### src/rtl/serial_tx_arbiter.sv
// Two-requester round-robin serial transmitter: start, 8 data bits LSB first, [odd parity], stop, gap.
// Define SERIAL_TX_PARITY_EN to include the odd parity bit; without it frames are 10 bits.
module serial_tx_arbiter #(
   parameter int IDLE_GAP = 1
) (
   input  logic       clk,
   input  logic       reset,
   input  logic       req0,
   input  logic [7:0] data0,
   output logic       gnt0,
   input  logic       req1,
   input  logic [7:0] data1,
   output logic       gnt1,
   output logic       out,
   output logic       busy,
   output logic       owner,
   output logic       done
);

   localparam logic       HAS_GAP  = (IDLE_GAP > 0);
   localparam logic [3:0] LAST_GAP = (IDLE_GAP > 0) ? 4'(IDLE_GAP - 1) : 4'd0;

   typedef enum logic [2:0] {
      IDLE   = 3'd0,
      START  = 3'd1,
      DATA   = 3'd2,
      PARITY = 3'd3,
      STOP   = 3'd4,
      GAP    = 3'd5
   } state_t;

   state_t     state_q, state_d;
   logic [7:0] shift_q, shift_d;
   logic [2:0] bit_cnt_q, bit_cnt_d;
   logic [3:0] gap_cnt_q, gap_cnt_d;
   logic       owner_q, owner_d;
   logic       last_q, last_d;
   logic       gnt0_q, gnt0_d;
   logic       gnt1_q, gnt1_d;
   logic       win;
   logic [7:0] pick;
`ifdef SERIAL_TX_PARITY_EN
   logic       parity_q, parity_d;
`endif

   // On a tie the requester that did not own the previous frame wins.
   always_comb begin
      win  = (req0 && req1) ? ~last_q : req1;
      pick = win ? data1 : data0;
   end

   always_comb begin
      state_d   = state_q;
      shift_d   = shift_q;
      bit_cnt_d = bit_cnt_q;
      gap_cnt_d = gap_cnt_q;
      owner_d   = owner_q;
      last_d    = last_q;
      gnt0_d    = 1'b0;
      gnt1_d    = 1'b0;
`ifdef SERIAL_TX_PARITY_EN
      parity_d  = parity_q;
`endif
      case (state_q)
         IDLE: begin
            if (req0 || req1) begin
               shift_d  = pick;
`ifdef SERIAL_TX_PARITY_EN
               parity_d = ~^pick;
`endif
               owner_d  = win;
               last_d   = win;
               gnt0_d   = ~win;
               gnt1_d   = win;
               state_d  = START;
            end
         end
         START: begin
            bit_cnt_d = 3'd0;
            state_d   = DATA;
         end
         DATA: begin
            shift_d   = {1'b0, shift_q[7:1]};
            bit_cnt_d = bit_cnt_q + 3'd1;
            if (bit_cnt_q == 3'd7) begin
`ifdef SERIAL_TX_PARITY_EN
               state_d = PARITY;
`else
               state_d = STOP;
`endif
            end
         end
`ifdef SERIAL_TX_PARITY_EN
         PARITY: begin
            state_d = STOP;
         end
`endif
         STOP: begin
            gap_cnt_d = 4'd0;
            if (HAS_GAP) begin
               state_d = GAP;
            end else begin
               state_d = IDLE;
            end
         end
         GAP: begin
            if (gap_cnt_q == LAST_GAP) begin
               gap_cnt_d = 4'd0;
               state_d   = IDLE;
            end else begin
               gap_cnt_d = gap_cnt_q + 4'd1;
            end
         end
         default: begin
            state_d = IDLE;
         end
      endcase
   end

   always_ff @(posedge clk) begin
      if (reset) begin
         state_q   <= IDLE;
         shift_q   <= 8'd0;
         bit_cnt_q <= 3'd0;
         gap_cnt_q <= 4'd0;
         owner_q   <= 1'b0;
         last_q    <= 1'b1;
         gnt0_q    <= 1'b0;
         gnt1_q    <= 1'b0;
`ifdef SERIAL_TX_PARITY_EN
         parity_q  <= 1'b0;
`endif
      end else begin
         state_q   <= state_d;
         shift_q   <= shift_d;
         bit_cnt_q <= bit_cnt_d;
         gap_cnt_q <= gap_cnt_d;
         owner_q   <= owner_d;
         last_q    <= last_d;
         gnt0_q    <= gnt0_d;
         gnt1_q    <= gnt1_d;
`ifdef SERIAL_TX_PARITY_EN
         parity_q  <= parity_d;
`endif
      end
   end

   // Line value depends only on registered state, never on the inputs.
   always_comb begin
      out = 1'b1;
      case (state_q)
         START:   out = 1'b0;
         DATA:    out = shift_q[0];
`ifdef SERIAL_TX_PARITY_EN
         PARITY:  out = parity_q;
`endif
         default: out = 1'b1;
      endcase
   end

   assign busy  = (state_q != IDLE);
   assign done  = (state_q == STOP);
   assign owner = owner_q;
   assign gnt0  = gnt0_q;
   assign gnt1  = gnt1_q;

endmodule

### config.mk
export PLATFORM = sky130hd
export DESIGN_NAME = serial_tx_arbiter
export DESIGN_NICKNAME = d
export VERILOG_FILES = /design/src/rtl/serial_tx_arbiter.sv
export SDC_FILE = /design/constraint.sdc
export NUM_CORES = 1
export LEC_CHECK = 0
export ABC_AREA = 1
export ABC_CLOCK_PERIOD_IN_PS = 1100
export CAP_MARGIN = 20
export CORE_MARGIN = 2
export CORE_UTILIZATION = 35
export CTS_CLUSTER_DIAMETER = 200
export DETAILED_ROUTE_END_ITERATION = 16
export GPL_TIMING_DRIVEN = 0
export SLEW_MARGIN = 10
export SYNTH_ARGS = -nofsm -noshare
export SYNTH_HDL_FRONTEND = slang
export SYNTH_SLANG_ARGS = --single-unit
### constraint.sdc
create_clock -name clk -period 1.1 [get_ports clk]
set_input_delay 0.22 -clock clk [delete_from_list [all_inputs] [get_ports clk]]
set_output_delay 0.22 -clock clk [all_outputs]
set_load 0.02 [all_outputs]
# Word level (Yosys, flattened, before mapping)
# Cells that the tools add are included.
# classes
n_addsub,2
reduce_logical,12
eq_ne,8
bitwise,4
n_mux,12
# op_table
operator,n
two-way mux 8 bit,2
case mux 8 bit (2 select lines),1
case mux 3 bit (5 select lines),1
"== test 3 bit, second input constant",3
two-way mux 3 bit,3
case mux 4 bit (2 select lines),1
"!= test 2 bit, second input constant",3
case mux 3 bit (2 select lines),1
nonzero test 2 bit,3
"adder 4 x 1 -> 4 bit, second input constant",1
logical NOT 4 bit,1
two-way mux 4 bit,1
inverter 1 bit,4
AND reduction 2 bit,2
"adder 3 x 1 -> 3 bit, second input constant",1
"== test 3 x 1 -> 1 bit, second input constant",1
"== test 3 x 2 -> 1 bit, second input constant",1
logical NOT 3 bit,1
AND reduction 3 bit,1
nonzero test 3 bit,1
OR reduction 3 bit,1
case mux 1 bit (2 select lines),1
logical AND 1 bit,1
logical OR 1 bit,1
two-way mux 1 bit,1
# word_totals
inputBits,20
wordCells,46
output_inout_bits,6
regBits,22

# Logic depth before layout (Yosys ltp)
# logic_depth
ltp_word,5
ltp_mapped,9
ltp_nobuf,8

# Worst setup path after synthesis
# No wires, ideal clock.
# synth_path
path_kind,register to output
from,register state_q[0]
to,output port out
required_time_ns,0.880
stages_incl_launch_ff,7
arrival_time_ns,0.978
n_path_buf,1
path_slack_ns,-0.098
path_cell_list,dfxtp_1 nor2_2 nand2_4 inv_2 buf_6 nand2_1 nand2_1
# synth_via
elab_chain_len,2
elab_cells_between_ends,3
cone_classes,2 x eq/ne; 1 x mux
# synth_lines
element,line,text
"start, declared",32,"state_t state_q, state_d;"
"start signal, assigned",134,state_q <= state_d;
== test 3 x 2 -> 1 bit / == test 3 x 1 -> 1 bit (equally long branches),151,case (state_q)
case mux 1 bit (2 select lines) (*),151,
"end, declared",14,"output logic out,"
# Every way passes the cells marked *; elsewhere a longest branch is shown, timed or not.

# Worst setup path in the final report
# Ends and elaborated chain as after synthesis.

==> metrics.md <==
| Metric | Value |
|---|---|
| Syn avg cell area | `6.58 um^2` |
| Final GP Congestion | `0.805` |
| Mapped Area | `0.00118 mm^2` |
| Sequential share of the synthesized area | `37.2%` |
| Initial antenna violation count | `0` |
| CTS clock-pin slew for the worst setup and hold paths | `0.13 ns` |
| # rows | `21` |
| EDFF count, synth | `0` |
| Pleak | `0.940 nW` |
| Endpoints failing setup | `23` |
| Critical path fanouts, max | `4` |
| Die width | `62.2 um` |
| Max incr delay on CP | `0.38 ns` |
| Root Buffer | `clkbuf_4` |
| DRC violations left | `0` |
| CTS tree | `built` |
| FILL cells | `333` |
| Slew HR | `81.9%` |
| Largest net degree at the start of global routing | `13` |
| Final net count | `251` |
| Total power | `4.23 mW` |
| DRT Pass-1 Iters | `5` |
| H-tree levels | `1` |
| RSZ-0062 raised after global routing | `true` |
| Worst setup margin | `-0.379 ns` |
| Finished layout cell area | `0.00188 mm^2` |
| Wire per inst | `11.7 um` |
| Combinational Power Share | `60.5%` |
| Clk buf depth | `2` |
| Initial core utilization | `36.1%` |
| Status | `finished, violations left` |
| Number of DRC markers in iteration 0 | `63` |
| CTS Sinks | `22` |
| Boundary pin count | `26` |
| Maximum VDD drop | `0.751 mV` |
| Cells after Synth | `180` |
| CP top delay family | `flip-flops` |
| Synth warn | `0` |
| Switching power | `1.81 mW` |
| Most frequent cells after synthesis | `nand2_1, nand3_1, dfxtp_1` |
| Fmax | `676 MHz` |
| Internal | `2.42 mW` |
| First-pass GRT wire length | `5440 um` |
| Fin crit period | `1.48 ns` |
| Sw Share | `42.7%` |
| Die height | `62.2 um` |
| Fin. Hold Viols | `0` |
| Area of the multi-input gates | `816 um^2` |
| Worst Setup Start Kind | `register` |
| Crit-path cells | `nor2_4, nand2_4, inv_4, buf_6, nand2_2, nand2_2, buf_6` |
| Fin crit share | `134%` |
| N_diodes | `0` |
| Grt ovf | `0` |
| Vias in the first global route | `1237` |
| Crit end category | `output port` |
| Post-synth top flop | `dfxtp_1` |
| Actual slew at the worst max-slew pin | `0.271 ns` |
| Failing checks | `negative setup slack` |
| Clock power share | `10.9%` |
| Synth area leaders | `dfxtp_1, nand2_1, nand3_1, inv_1, ha_1` |
| Via count | `1282` |
| Final core occ | `57.3%` |
| Antenna Nets Post-Route | `0` |
| Leading area contributor after synthesis | `dfxtp_1` |
| Worst skew pair latency | `0.32 ns` |
| DRT Wirelength | `3170 um` |
| Arrival @ worst endpoint | `1.26 ns` |
| Synth Register Bits | `22` |
| Required time of the critical path | `0.88 ns` |
| Placed cell area | `0.00149 mm^2` |
| PwrDens | `2250 mW/mm^2` |
| Core area | `0.00328 mm^2` |
| Yosys cell types | `21` |
| Max cap viols | `0` |
| CTS Hold Bufs | `0` |
| Routed vias/inst | `4.71` |
| Die footprint | `0.00387 mm^2` |
| Yosys top cell area share | `37.2%` |
| CTS Buf Count | `3` |
| Layout cell share with drive strength beyond 1 | `39.8%` |
| Most frequent cell after synthesis | `nand2_1` |
| Synthesized net count | `204` |
| Crit path kind | `reg -> out` |
| Clock Skew | `0.00338 ns` |
| Worst Path Buf+Inv | `3` |
| Area growth syn-to-layout | `58.8%` |
| CP max stage cell | `dfxtp_4` |
| Port bufs | `23` |
| Sequential power share | `28.6%` |
| Class of the worst hold path | `in -> reg` |
| HPWL after DPL | `2080 um` |
| Sequential cell area | `458 um^2` |
| GRT Overall Usage | `17.1%` |
| Ys async rst share | `0%` |
| Fin. max-slew vios | `0` |
## placed cells by master, fill, tap and decap left out
cell	n
nand2_1	58
nand3_1	9
nor2_2	1
nand3_4	1
dfxtp_2	5
clkbuf_4	3
clkdlybuf4s50_1	17
inv_1	16
buf_6	10
clkbuf_8	1
xor2_1	1
nor2_1	10
nand3_2	20
dfxtp_1	14
nor2_4	2
buf_2	4
dfxtp_4	3
a31oi_1	1
o21ai_1	2
nor3_4	1
buf_4	15
clkinv_2	1
nor3_2	1
ha_1	1
a21oi_2	1
o21ai_2	1
a21oi_1	7
clkinv_4	1
nand2_2	7
inv_4	1
ha_4	3
inv_2	5
nand2_4	3
## logic make-up after synthesis
family | after synthesis | synth area share [%]
adders and majority gates | 4 | 4.22
DFF | 22 | 37.2
AOI/OAI and AO/OA | 12 | 5.17
buffers and inverters | 28 | 11.2
xor gates and xnor gates | 1 | 0.739
and+or+nand+nor | 113 | 41.5
## per-stage QoR
stage	instances	setup WS, ns	setup TNS (ns)	hold slack [ns]
2_1_floorplan	180	-0.0250	-0.0274	0.435
3_5_place_dp	249	-0.665	-6.72	0.455
6_report	272	-0.379	-3.64	0.221
5_1_grt	272	-0.437	-5.28	0.216
4_1_cts	267	-0.377	-3.12	0.221
3_3_place_gp	249	-0.647	-6.44	0.451
## per-layer routing
metal	GRT usage, %	up-vias	routed length, um
met5	0	-	0
met4	5.83	0	45
met3	1.81	5	74
met2	31.4	16	1640
met1	20.6	605	1410
li1	-	656	-
## flip-flops by register name, summed over array words and instances, names as in the netlist
register   flops
shift_q        8
gnt1           1
gnt0           1
last_q         1
bit_cnt_q      3
gap_cnt_q      4
owner          1
state_q        3
## repair_timing
action / in CTS / in global routing
endpoints found under the setup margin: 24 / 24
buffers inserted: 13 / 4
cloned: 1 / 1
gates resized for setup: 75 / 18
pin swaps: 19 / 10
## worst register-to-register path, stage by stage, from the launching register on
cell and delay, ns:
dfxtp_4 0.38, buf_6 0.13, nor2_4 0.10, buf_6 0.12
buf_4 0.09, buf_4 0.10, nand3_2 0.09, a31oi_1 0.19
nor2_1 0.07
## worst paths after layout
check             startpoint  depth (start not counted)  slack [ns]    endpoint
hold / removal         reset                          2        0.22       owner
hold reg to reg        owner                          2        0.46       owner
setup reg to reg  state_q[0]                          8       -0.27  state_q[0]
setup / recovery  state_q[0]                          7       -0.38         out
## area by class of cell
class	count	area share (%)
clock buffers	4	1.93
multi-input cells	130	43.4
inverters	23	4.99
well taps	46	3.06
repair buffers	41	19.6
plain buffers	5	2.46
flip-flops and latches	22	24.3
repair inverters	1	0.266
## power by group through the flow
stage / registers, mW / logic, mW / clock network, mW
finish: 1.21 / 2.56 / 0.463
global route: 1.23 / 2.77 / 0.507
CTS: 1.20 / 2.27 / 0.468
detailed placement: 1.19 / 1.61 / 0
global placement: 1.19 / 1.58 / 0
floorplan: 1.20 / 1.11 / 0
(Power assumes the default switching activity.)
